$ cat config.mk
export PLATFORM = sky130hd
export DESIGN_NAME = approx_prod_accum
export DESIGN_NICKNAME = d
export VERILOG_FILES = /design/src/rtl/approx_mm_pkg.sv /design/src/rtl/approx_sat_add.sv /design/src/rtl/approx_prod_accum.sv
export SDC_FILE = /design/constraint.sdc
export NUM_CORES = 1
export LEC_CHECK = 0
export CORE_UTILIZATION = 57
export CTS_BUF_LIST = sky130_fd_sc_hd__clkbuf_4 sky130_fd_sc_hd__clkbuf_8
export CTS_CLUSTER_SIZE = 40
export DETAILED_ROUTE_END_ITERATION = 12
export PLACE_DENSITY_LB_ADDON = 0.15
export SYNTH_ARGS = -nofsm -noshare
export SYNTH_HDL_FRONTEND = slang
export SYNTH_SLANG_ARGS = --single-unit
$ cat constraint.sdc
create_clock -name clk -period 2.35 [get_ports clk]
set_input_delay 0.47 -clock clk [delete_from_list [all_inputs] [get_ports clk]]
set_output_delay 0.47 -clock clk [all_outputs]
set_load 0.01 [all_outputs]
$ cat src/rtl/approx_mm_pkg.sv
// approx_mm_pkg: shared constants, accumulator states and saturating add for the approximate-multiply datapath
package approx_mm_pkg;
  localparam int PROD_W_DEF = 8;
  localparam int ACC_W_DEF = 16;
  localparam int CNT_W_DEF = 8;
  typedef enum logic {ACCUM, HOLD} acc_state_t;
  // Returns {ovf, sum}; the sum is clamped to all-ones of width w (w <= 32)
  function automatic logic [32:0] sat_add(input logic [31:0] a, input logic [31:0] b, input int unsigned w);
    logic [31:0] m;
    logic [32:0] s;
    m = (w >= 32) ? 32'hffff_ffff : (32'd1 << w) - 32'd1;
    s = {1'b0, a} + {1'b0, b};
    return (s > {1'b0, m}) ? {1'b1, m} : s;
  endfunction
endpackage

$ cat src/rtl/approx_sat_add.sv
// approx_sat_add: combinational saturating ACC_W adder of a zero-extended PROD_W term with carry-out flag
module approx_sat_add
  import approx_mm_pkg::*;
#(
  parameter int PROD_W = PROD_W_DEF,
  parameter int ACC_W = ACC_W_DEF
) (
  input  logic [ACC_W-1:0]  a,
  input  logic [PROD_W-1:0] b,
  output logic [ACC_W-1:0]  sum,
  output logic              ovf
);
  logic [32:0] r;
  assign r = sat_add(32'(a), 32'(b), ACC_W);
  assign sum = r[ACC_W-1:0];
  // Bits above ACC_W are always zero after clamping; folding them in keeps every bit of r consumed
  assign ovf = r[32] | (|(r[31:0] >> ACC_W));
endmodule

$ cat src/rtl/approx_prod_accum.sv
// approx_prod_accum: accumulates a stream of approximate products per vector into a saturating sum
module approx_prod_accum
  import approx_mm_pkg::*;
#(
  parameter int PROD_W = PROD_W_DEF,
  parameter int ACC_W = ACC_W_DEF,
  parameter int CNT_W = CNT_W_DEF
) (
  input  logic              clk,
  input  logic              rst,
  input  logic              prod_valid,
  output logic              prod_ready,
  input  logic [PROD_W-1:0] prod_data,
  input  logic              prod_last,
  output logic              sum_valid,
  input  logic              sum_ready,
  output logic [ACC_W-1:0]  sum_data,
  output logic [CNT_W-1:0]  sum_count,
  output logic              sum_ovf
);
  acc_state_t state, state_n;
  logic [ACC_W-1:0] acc, acc_n;
  logic [CNT_W-1:0] cnt, cnt_n;
  logic ovf, carry, beat;
  approx_sat_add #(.PROD_W(PROD_W), .ACC_W(ACC_W)) u_add (
    .a(acc),
    .b(prod_data),
    .sum(acc_n),
    .ovf(carry)
  );
  assign sum_valid = state == HOLD;
  assign prod_ready = !sum_valid || sum_ready;
  assign beat = prod_valid && prod_ready;
  assign cnt_n = &cnt ? cnt : cnt + 1'b1;
  always_comb begin
    state_n = (beat && prod_last) ? HOLD : (sum_valid && sum_ready) ? ACCUM : state;
  end
  always_ff @(posedge clk or posedge rst) begin
    if (rst) begin
      state <= ACCUM;
      acc <= '0;
      cnt <= '0;
      ovf <= 1'b0;
      sum_data <= '0;
      sum_count <= '0;
      sum_ovf <= 1'b0;
    end else begin
      state <= state_n;
      if (beat && prod_last) begin
        sum_data <= acc_n;
        sum_count <= cnt_n;
        sum_ovf <= ovf | carry;
        acc <= '0;
        cnt <= '0;
        ovf <= 1'b0;
      end else if (beat) begin
        acc <= acc_n;
        cnt <= cnt_n;
        ovf <= ovf | carry;
      end
    end
  end
endmodule
After elaboration in Yosys (flattened, before gate mapping)
Cells that the tools add are included.
{"block": "word_totals", "ff_bits": 51, "input_bits": 13, "output_inout_bits": 27, "elab_cells": 31}
{"block": "op_classes", "n_addsub": 2, "order_cmp": 1, "n_mux": 10, "n_bitwise": 2, "n_reduce_logical": 9}
{"operator": "$gt A33 B16 Y1 const B", "n": 1}
{"operator": "$mux W33", "n": 1}
{"operator": "$mux W16", "n": 2}
{"operator": "$mux W8", "n": 3}
{"operator": "$add A16 B8 Y17", "n": 1}
{"operator": "$reduce_or A16 Y1", "n": 1}
{"operator": "$add A8 B1 Y8 const B", "n": 1}
{"operator": "$reduce_and A8 Y1", "n": 1}
{"operator": "$mux W1", "n": 4}
{"operator": "$reduce_bool A2 Y1", "n": 2}
{"operator": "$logic_and A1 B1 Y1", "n": 3}
{"operator": "$or A1 B1 Y1", "n": 2}
{"operator": "$logic_not A1 Y1", "n": 1}
{"operator": "$logic_or A1 B1 Y1", "n": 1}

Logic depth before layout (Yosys ltp)
Gate-level depths: netlist of the first run.
{"block": "depth", "depth_word": 8, "ltp_mapped": 9, "depth_no_buf": 8}

Hierarchy
A second synthesis of the first run with hierarchy kept.
{"block": "unflattened", "cells_unflattened": 322, "area_unflattened_um2": 2786.4}
{"mod": "approx_prod_accum", "n_inst": 1, "cells_per_inst": 239, "area_each_um2": 2195.9, "seq_area_each_um2": 1276.2}
{"mod": "approx_sat_add", "n_inst": 1, "cells_per_inst": 83, "area_each_um2": 590.6, "seq_area_each_um2": 0.0}

Worst setup path after synthesis of the first run
OpenSTA, ideal clock, no wires.
{"block": "synth_timing", "kind": "input-to-reg", "start": "in prod_data[4]", "end": "reg sum_data[4]", "setup_ns": 0.125, "t_arrival_ns": 2.149, "t_required_ns": 2.225, "path_slack_ns": 0.076, "stages": 7, "path_buffers": 1, "path_cell_list": "ha_1 > buf_6 > a21o_1 > or4_4 > o211ai_4 > o21ai_0 > mux2_2"}
{"block": "synth_via", "elab_chain_len": 3}
{"item": "start: declaration", "line_no": "approx_prod_accum.sv:13", "rtl": "input logic [PROD_W-1:0] prod_data,"}
{"item": "$add A16 B8 Y17 (*)", "line_no": "approx_mm_pkg.sv:12", "rtl": "s = {1'b0, a} + {1'b0, b};"}
{"item": "$gt A33 B16 Y1", "line_no": "approx_mm_pkg.sv:13", "rtl": "return (s > {1'b0, m}) ? {1'b1, m} : s;"}
{"item": "$mux W33 (*)", "line_no": "approx_mm_pkg.sv:13"}
{"item": "end signal: assignment", "line_no": "approx_prod_accum.sv:50", "rtl": "sum_data <= acc_n;"}
{"item": "end: declaration", "line_no": "approx_prod_accum.sv:17", "rtl": "output logic [ACC_W-1:0] sum_data,"}
Every way passes the cells marked *; elsewhere a longest branch is shown, timed or not.
A chain may end at the register's enable or synchronous reset.

Worst setup path in the final report of the first run
{"block": "layout_timing", "start": "in prod_data[2]", "end": "reg sum_data[6]"}
The elaborated chain is that of the path after synthesis.

==> summary.txt, run 1 <==
Logic synthesis
  – Most frequent cell after synthesis: dfrtp_1
  – Mapped Nets: 325
  – Gate Count Post-Synth: 302
  – Synth area leaders: dfrtp_1 45%, o21ai_0 5.5%, nand2_1 4.6%
  – Async SR Flop Fraction: 1.000
  – Number of synthesized flops with an enable pin: 0
  – Synth Register Bits: 51
  – Syn Std Cell Area: 0.002843 mm2
  – Cell taking the most area after synthesis: dfrtp_1
  – Synth Area per Inst: 9.413 um2
  – Top FF cell, synth: dfrtp_1
  – Commonest cells in the netlist: 51 x dfrtp_1, 35 x nand2_1, 31 x o21ai_0
  – Sequential area share after synthesis: 0.4489
  – Count of cell types in the netlist: 53
  – Syn. warnings: 0
  – Yosys top cell area share: 0.4489

Die
  – Total I/O pin count: 40
  – Initial Utilization: 0.5979
  – Die W: 72.62 um
  – Chip height: 72.62 um
  – Die ar.: 0.005274 mm2
  – Core area: 0.004755 mm2
  – Cell Rows: 25

Clock network
  – Clock transition at path regs: 0.10 ns
  – Hold Buf Count CTS: 0
  – # H-tree levels: 2
  – CTS tree: yes
  – Worst skew pair latency: 0.31 ns
  – Max Root-Sink Buffers: 2
  – CTS Buf Count: 5
  – Clock Sinks: 51
  – Root Buffer: clkbuf_8

Worst setup path
  – Critical path required time: 2.54 ns
  – CP Launch Type: input pin
  – Worst Setup SP: prod_data[2]
  – Crit path arrival time: 2.57 ns
  – Setup crit end kind: flop
  – Critical Path Fanout Max: 4
  – Worst R2R Start: acc[0]
  – WS Path Type: in2reg

Global routing
  – Vias in the first global route: 2559
  – Antenna violations before repair: 0
  – First-pass GRT wire length: 11880 um
  – Gr ovfl total: 0
  – Global Route Usage Sum: 0.2916
  – Largest net degree at the start of global routing: 20

Place
  – Gpl congestion: 0.8777
  – Placed insts: 422
  – Placement Setup Slack: -0.3971 ns
  – Placed wire-length estimate: 5158 um
  – Placed inst area: 0.003492 mm2
  – Buffers on Ports: 39

Flow run
  – Max-cap viol count: 0

Timing
  – Skew final: 0.004555 ns
  – Slew Viols, Final: 0
  – Measured slew at the worst slew-check pin: 0.6894 ns
  – Fin crit period: 2.374 ns
  – Fmax: 421.3 MHz
  – Worst slew margin: 0.5368
  – Worst setup margin: -0.02388 ns
  – Endpoints failing hold: 0
  – Tcrit/Tclk final: 1.010
  – # setup viols final: 2

Final layout
  – Fin cells: 434
  – Layout cells sized above 1: 0.1853
  – Area Overhead vs Synth: 30.02%
  – Final Util: 0.7774
  – Final non-filler cell area: 0.003696 mm2
  – Fillers: 332
  – Nets@finish: 389
  – N_diodes: 0

Route
  – Routed len/inst: 16.77 um
  – DR vias/cell: 6.108
  – First-pass DRT Iterations: 4
  – Starting DRT DRC Count: 185
  – Vias: 2651
  – DRC viols: 0
  – Routed WL: 7278 um
  – Post-DRT Antenna Nets: 0

Status
  – Failing checks: setup timing
  – Status: finished, violations left

Hold path
  – HP Class: in2async

Power
  – Peak VDD IR: 0.5947 mV
  – Leakage: 1.678 nW
  – PD cells: 770.9 mW/mm2
[final timing paths]
| path | to | slack, ns | depth (start not counted) |
|---|---|---|---|
| worst max-delay path | sum_data[6] | -0.02 | 8 |
| worst min-delay path | sum_count[7] | 0.44 | 2 |
| worst max register to register | sum_data[6] | 0.07 | 9 |
| worst min register to register | sum_count[7] | 0.48 | 2 |
| max in group asynchronous | acc[8] | 1.33 | 3 |
| min in group clk | sum_count[7] | 0.48 | 2 |
[cells by family (layout without fill, tap and decap cells)]
kind of cell,count (synthesis),after routing,share of synthesized area
DFF,51,51,0.4489
AOI/OAI and AO/OA,112,112,0.2641
muxes,4,4,0.01496
xor gates and xnor gates,7,7,0.02157
buffers and inverters,27,92,0.04313
adders and majority gates,10,10,0.04666
and+or+nand+nor,91,91,0.1607
[power by group]
group | internal [mW] | leakage, nW | switching [mW]
Combinational | 0.600 | 0.964 | 0.574
Sequential | 1.03 | 0.669 | 0.122
Clock | 0.221 | 0.0446 | 0.306
Total | 1.85 | 1.68 | 1.00
[stage by stage]
stage / hold slack, ns / TNS (ns) / power, mW
after floorplan: 0.4534 / 0 / 1.781
after global placement: 0.4602 / -7.648 / 2.209
after detailed placement: 0.4686 / -10.30 / 2.240
after CTS: 0.4592 / 0 / 2.806
after global routing: 0.4874 / -0.2038 / 3.009
final: 0.4398 / -0.04175 / 2.849
[per-layer routing]
layer | wire [um] | part of all wire | GRT usage
met5 | 0 | 0 | 0
met4 | 172 | 0.024 | 0.1133
met3 | 395 | 0.054 | 0.04006
met2 | 3614 | 0.50 | 0.4943
met1 | 3095 | 0.43 | 0.3808
[cell type report]
cell class,count,area [um2],area share
multi-input cells,224,1504,0.4069
flip-flops and latches,51,1276,0.3453
repair buffers,78,720.7,0.1950
well taps,67,83.83,0.02268
clock buffers,6,76.32,0.02065
inverters,6,22.52,0.006093
clock inverters,2,12.51,0.003385
[flip-flops by register name, indices dropped and copies added (netlist names)]
register,flops
sum_count,8
sum_ovf,1
sum_data,16
ovf,1
cnt,8
sum_valid,1
acc,16
[layout by cell type (no fill, tap or decap), drive strengths merged, types with 3 or more instances in the layout]
| master | n |
|---|---|
| dlymetal6s2s | 3 |
| nand2 | 35 |
| a21o | 4 |
| o31ai | 6 |
| a41oi | 3 |
| and3 | 9 |
| xor2 | 6 |
| and2 | 4 |
| o21a | 6 |
| a41o | 9 |
| nor2 | 14 |
| nand3 | 7 |
| a21oi | 25 |
| nor3 | 4 |
| o21ai | 33 |
| dfrtp | 51 |
| clkdlybuf4s50 | 36 |
| clkbuf | 7 |
| a31oi | 11 |
| inv | 6 |
| nand4 | 3 |
| nand2b | 6 |
| nor4b | 3 |
| ha | 9 |
| buf | 38 |
[repair_timing]
| item | CTS | global route |
|---|---|---|
| buffers inserted | 2 | 1 |
| pin swaps | 4 | 6 |
| resized for setup | 7 | 13 |
| setup endpoints to repair | 11 | 26 |
| cloned | 0 | 1 |
[worst max-delay path, cell delays in order]
cell and delay, ns:
clkdlybuf4s50_1 0.40, ha_1 0.35, nor2b_4 0.16, buf_4 0.13
o2111a_1 0.22, a2111oi_0 0.58, o21a_1 0.19, o21ai_0 0.07
(Power assumes the default switching activity.)
==> run 2, diff against run 1 <==
--- a/config.mk
+++ b/config.mk
@@ -6,10 +6,11 @@
 export NUM_CORES = 1
 export LEC_CHECK = 0
 export CORE_UTILIZATION = 57
-export CTS_BUF_LIST = sky130_fd_sc_hd__clkbuf_4 sky130_fd_sc_hd__clkbuf_8
+export CTS_BUF_LIST = sky130_fd_sc_hd__clkbuf_2
 export CTS_CLUSTER_SIZE = 40
 export DETAILED_ROUTE_END_ITERATION = 12
 export PLACE_DENSITY_LB_ADDON = 0.15
+export RECOVER_POWER = 100
 export SYNTH_ARGS = -nofsm -noshare
 export SYNTH_HDL_FRONTEND = slang
 export SYNTH_SLANG_ARGS = --single-unit
==> run 2 against run 1 <==
Critical endpoint is now acc[5]; die area is the same; wire length decreased by 5.7%; the run now ends clean; fmax rose by 5.8%; sequential power is essentially flat; count of clock-buffer cells in the layout unchanged; final cell count fell by 0.92%; largest power group is now registers; setup slack better by 0.13 ns; combinational power decreased by 9%; non-clock buffer count decreased by 4.
==> summary.txt, run 2 (synthesized netlist as in run 1, its figures left out) <==
Worst setup path
  – CP Launch Type: input pin
  – Critical path cell sequence: clkdlybuf4s50_1 > ha_1 > a21o_1 > or4_4 > o211ai_4 > nor4b_2 > o21ai_0
  – Critical Path Fanout Max: 4 (unchanged)
  – Setup crit end kind: flop
  – Crit-path slowest cell: or4_4
  – Crit path arrival time: 2.60 ns (+0.03 ns)
  – Critical path required time: 2.71 ns (+0.17 ns)
  – Buf/Inv on CP: 1 (-1)
  – Critical Path Max Stage Delay: 0.45 ns (-0.13 ns)
  – CP top delay family: simple AND/OR/NAND/NOR gates
  – WS Path Type: in2reg

Flow run
  – Max-cap viol count: 0 (unchanged)

Clock network
  – Worst skew pair latency: 0.46 ns (+0.15 ns)
  – Hold Buf Count CTS: 0 (unchanged)
  – Clock Sinks: 51 (unchanged)
  – Clock transition at path regs: 0.26 ns (+0.16 ns)
  – Root Buffer: clkbuf_2
  – Post-CTS Setup Bufs: 0 (-2)
  – Max Root-Sink Buffers: 2 (unchanged)
  – # H-tree levels: 2 (unchanged)
  – CTS Buf Count: 5 (unchanged)
  – CTS tree: yes

Place
  – Placement Setup Slack: -0.3971 ns (unchanged)
  – Gpl congestion: 0.8777 (unchanged)
  – Placed wire-length estimate: 5158 um (unchanged)
  – Buffers on Ports: 39 (unchanged)
  – Placed inst area: 0.003492 mm2 (unchanged)

Timing
  – # setup viols final: 0 (-2)
  – Fmax: 445.6 MHz (+5.8%)
  – Endpoints failing hold: 0 (unchanged)
  – Skew final: 0.006653 ns (+0.002098 ns)
  – Measured slew at the worst slew-check pin: 0.9341 ns (+0.2447 ns)
  – RSZ-0062 raised after global routing: no
  – Fin crit period: 2.244 ns (-0.1299 ns)
  – Post-route setup TNS: 0 ns (+0.04175 ns)
  – Tcrit/Tclk final: 0.9549 (-0.05529)
  – Worst setup margin: 0.1060 ns (+0.1299 ns)
  – Slew Viols, Final: 0 (unchanged)
  – Worst slew margin: 0.3773 (-0.1596)

Die
  – Total I/O pin count: 40 (unchanged)
  – Initial Utilization: 0.5979 (unchanged)
  – Die ar.: 0.005274 mm2 (unchanged)
  – Core area: 0.004755 mm2 (unchanged)
  – Cell Rows: 25 (unchanged)
  – Chip height: 72.62 um (unchanged)
  – Die W: 72.62 um (unchanged)

Route
  – Starting DRT DRC Count: 161 (-13%)
  – First-pass DRT Iterations: 4 (unchanged)
  – Routed len/inst: 15.95 um (-4.9%)
  – Post-DRT Antenna Nets: 0 (unchanged)
  – DR vias/cell: 6.014 (-1.5%)
  – Vias: 2586 (-2.5%)
  – Routed WL: 6860 um (-5.7%)
  – DRC viols: 0 (unchanged)

Power
  – Total power: 2.565 mW (-10%)
  – Sequential Power Share: 0.445 (+0.042)
  – P_sw: 946.1 uW (-5.6%)
  – Leakage: 1.616 nW (-3.7%)
  – Peak VDD IR: 0.4551 mV (-23%)
  – Gate power share: 0.412 (about the same)
  – Clock power share: 0.144 (-0.041)
  – PD cells: 728.0 mW/mm2 (-5.6%)
  – Sw Ratio: 0.3688 (+0.01724)
  – Pint: 1.619 mW (-12%)

Final layout
  – Leading registers by flop count: acc (16), sum_data (16)
  – Area Overhead vs Synth: 23.94%
  – Most frequent cells in the layout: 51 x dfrtp_1, 35 x nand2_1, 32 x o21ai_0
  – Final non-filler cell area: 0.003523 mm2 (-4.7%)
  – Nets@finish: 385 (-1.0%)
  – Most common cell after layout, fill and taps aside: dfrtp_1
  – N_diodes: 0 (unchanged)
  – Fillers: 371 (+12%)
  – Layout cells sized above 1: 0.1350 (-0.05030)

Status
  – Status: finished clean

Global routing
  – Vias in the first global route: 2532 (-1.1%)
  – Global Route Usage Sum: 0.2896 (-0.002009)
  – Largest net degree at the start of global routing: 20 (unchanged)
  – Antenna violations before repair: 0 (unchanged)
  – Gr ovfl total: 0 (unchanged)
  – First-pass GRT wire length: 11790 um (-0.81%)

Hold path
  – HP Class: in2async
run 2: changes by cell type in the layout (fill, tap and decap cells not counted), moves of 5 or more:
cell,change
o21ai_1,-5
dlygate4sd3_1,+28
clkdlybuf4s50_1,-25
buf_4,-13
o21ai_0,+5
clkbuf_1,+6
clkbuf_8,-5
clkbuf_2,+6
run 2: metrics by stage:
step / instances / util / hold WS (ns)
finish: 430 / 0.7411 / 0.4998
global route: 430 / 0.7411 / 0.5407
CTS: 430 / 0.7434 / 0.2682
detailed placement: 422 / 0.7345 / 0.4686
global placement: 422 / 0.7345 / 0.4602
floorplan: 302 / - / 0.4534
run 2: layout make-up:
cell class / count / area, um2 / share of cell area
Sequential cell: 51 / 1276 / 0.3622
Multi-Input combinational cell: 224 / 1455 / 0.4130
Inverter: 6 / 22.52 / 0.006392
Clock inverter: 2 / 12.51 / 0.003551
Tap cell: 67 / 83.83 / 0.02379
Clock buffer: 6 / 30.03 / 0.008523
Timing Repair Buffer: 74 / 643.1 / 0.1825
run 2: worst paths after layout:
kind                                    from      endpoint  slack [ns]  cells past startpoint
min in group clk                sum_count[3]  sum_count[3]        0.51                      2
max in group asynchronous                rst   sum_data[4]        0.59                      3
worst min register to register  sum_count[3]  sum_count[3]        0.51                      2
worst max register to register        acc[4]        acc[5]        0.11                      6
worst min-delay path                     rst  sum_count[7]        0.50                      2
worst max-delay path            prod_data[4]        acc[5]        0.11                      7
run 2: metal layers:
layer | routed length, um | vias to the layer above | GRT usage
met4 | 91 | 0 | 0.1002
met3 | 304 | 10 | 0.03867
met5 | 0 | - | 0
li1 | - | 1244 | -
met1 | 3000 | 1243 | 0.3821
met2 | 3463 | 89 | 0.4933
run 2: timing repair:
| item | in CTS | in global routing |
|---|---|---|
| resized for setup | 0 | 3 |
| endpoints found under the setup margin | 0 | 7 |
| hold endpoints to repair | 0 | 0 |
run 2: power by group through the flow:
stage	combinational, mW	sequential, mW	clock (mW)
floorplan	0.616	1.16	0
global placement	1.05	1.16	0
detailed placement	1.08	1.16	0
CTS	1.08	1.14	0.375
global route	1.16	1.16	0.406
finish	1.06	1.14	0.369
==> run 3, diff against run 2 <==
--- a/config.mk
+++ b/config.mk
@@ -11,6 +11,7 @@
 export DETAILED_ROUTE_END_ITERATION = 12
 export PLACE_DENSITY_LB_ADDON = 0.15
 export RECOVER_POWER = 100
+export SLEW_MARGIN = 0
 export SYNTH_ARGS = -nofsm -noshare
 export SYNTH_HDL_FRONTEND = slang
 export SYNTH_SLANG_ARGS = --single-unit
==> results of run 3 <==
Same layout as run 2: the final DEF is identical, and so are final timing and power.
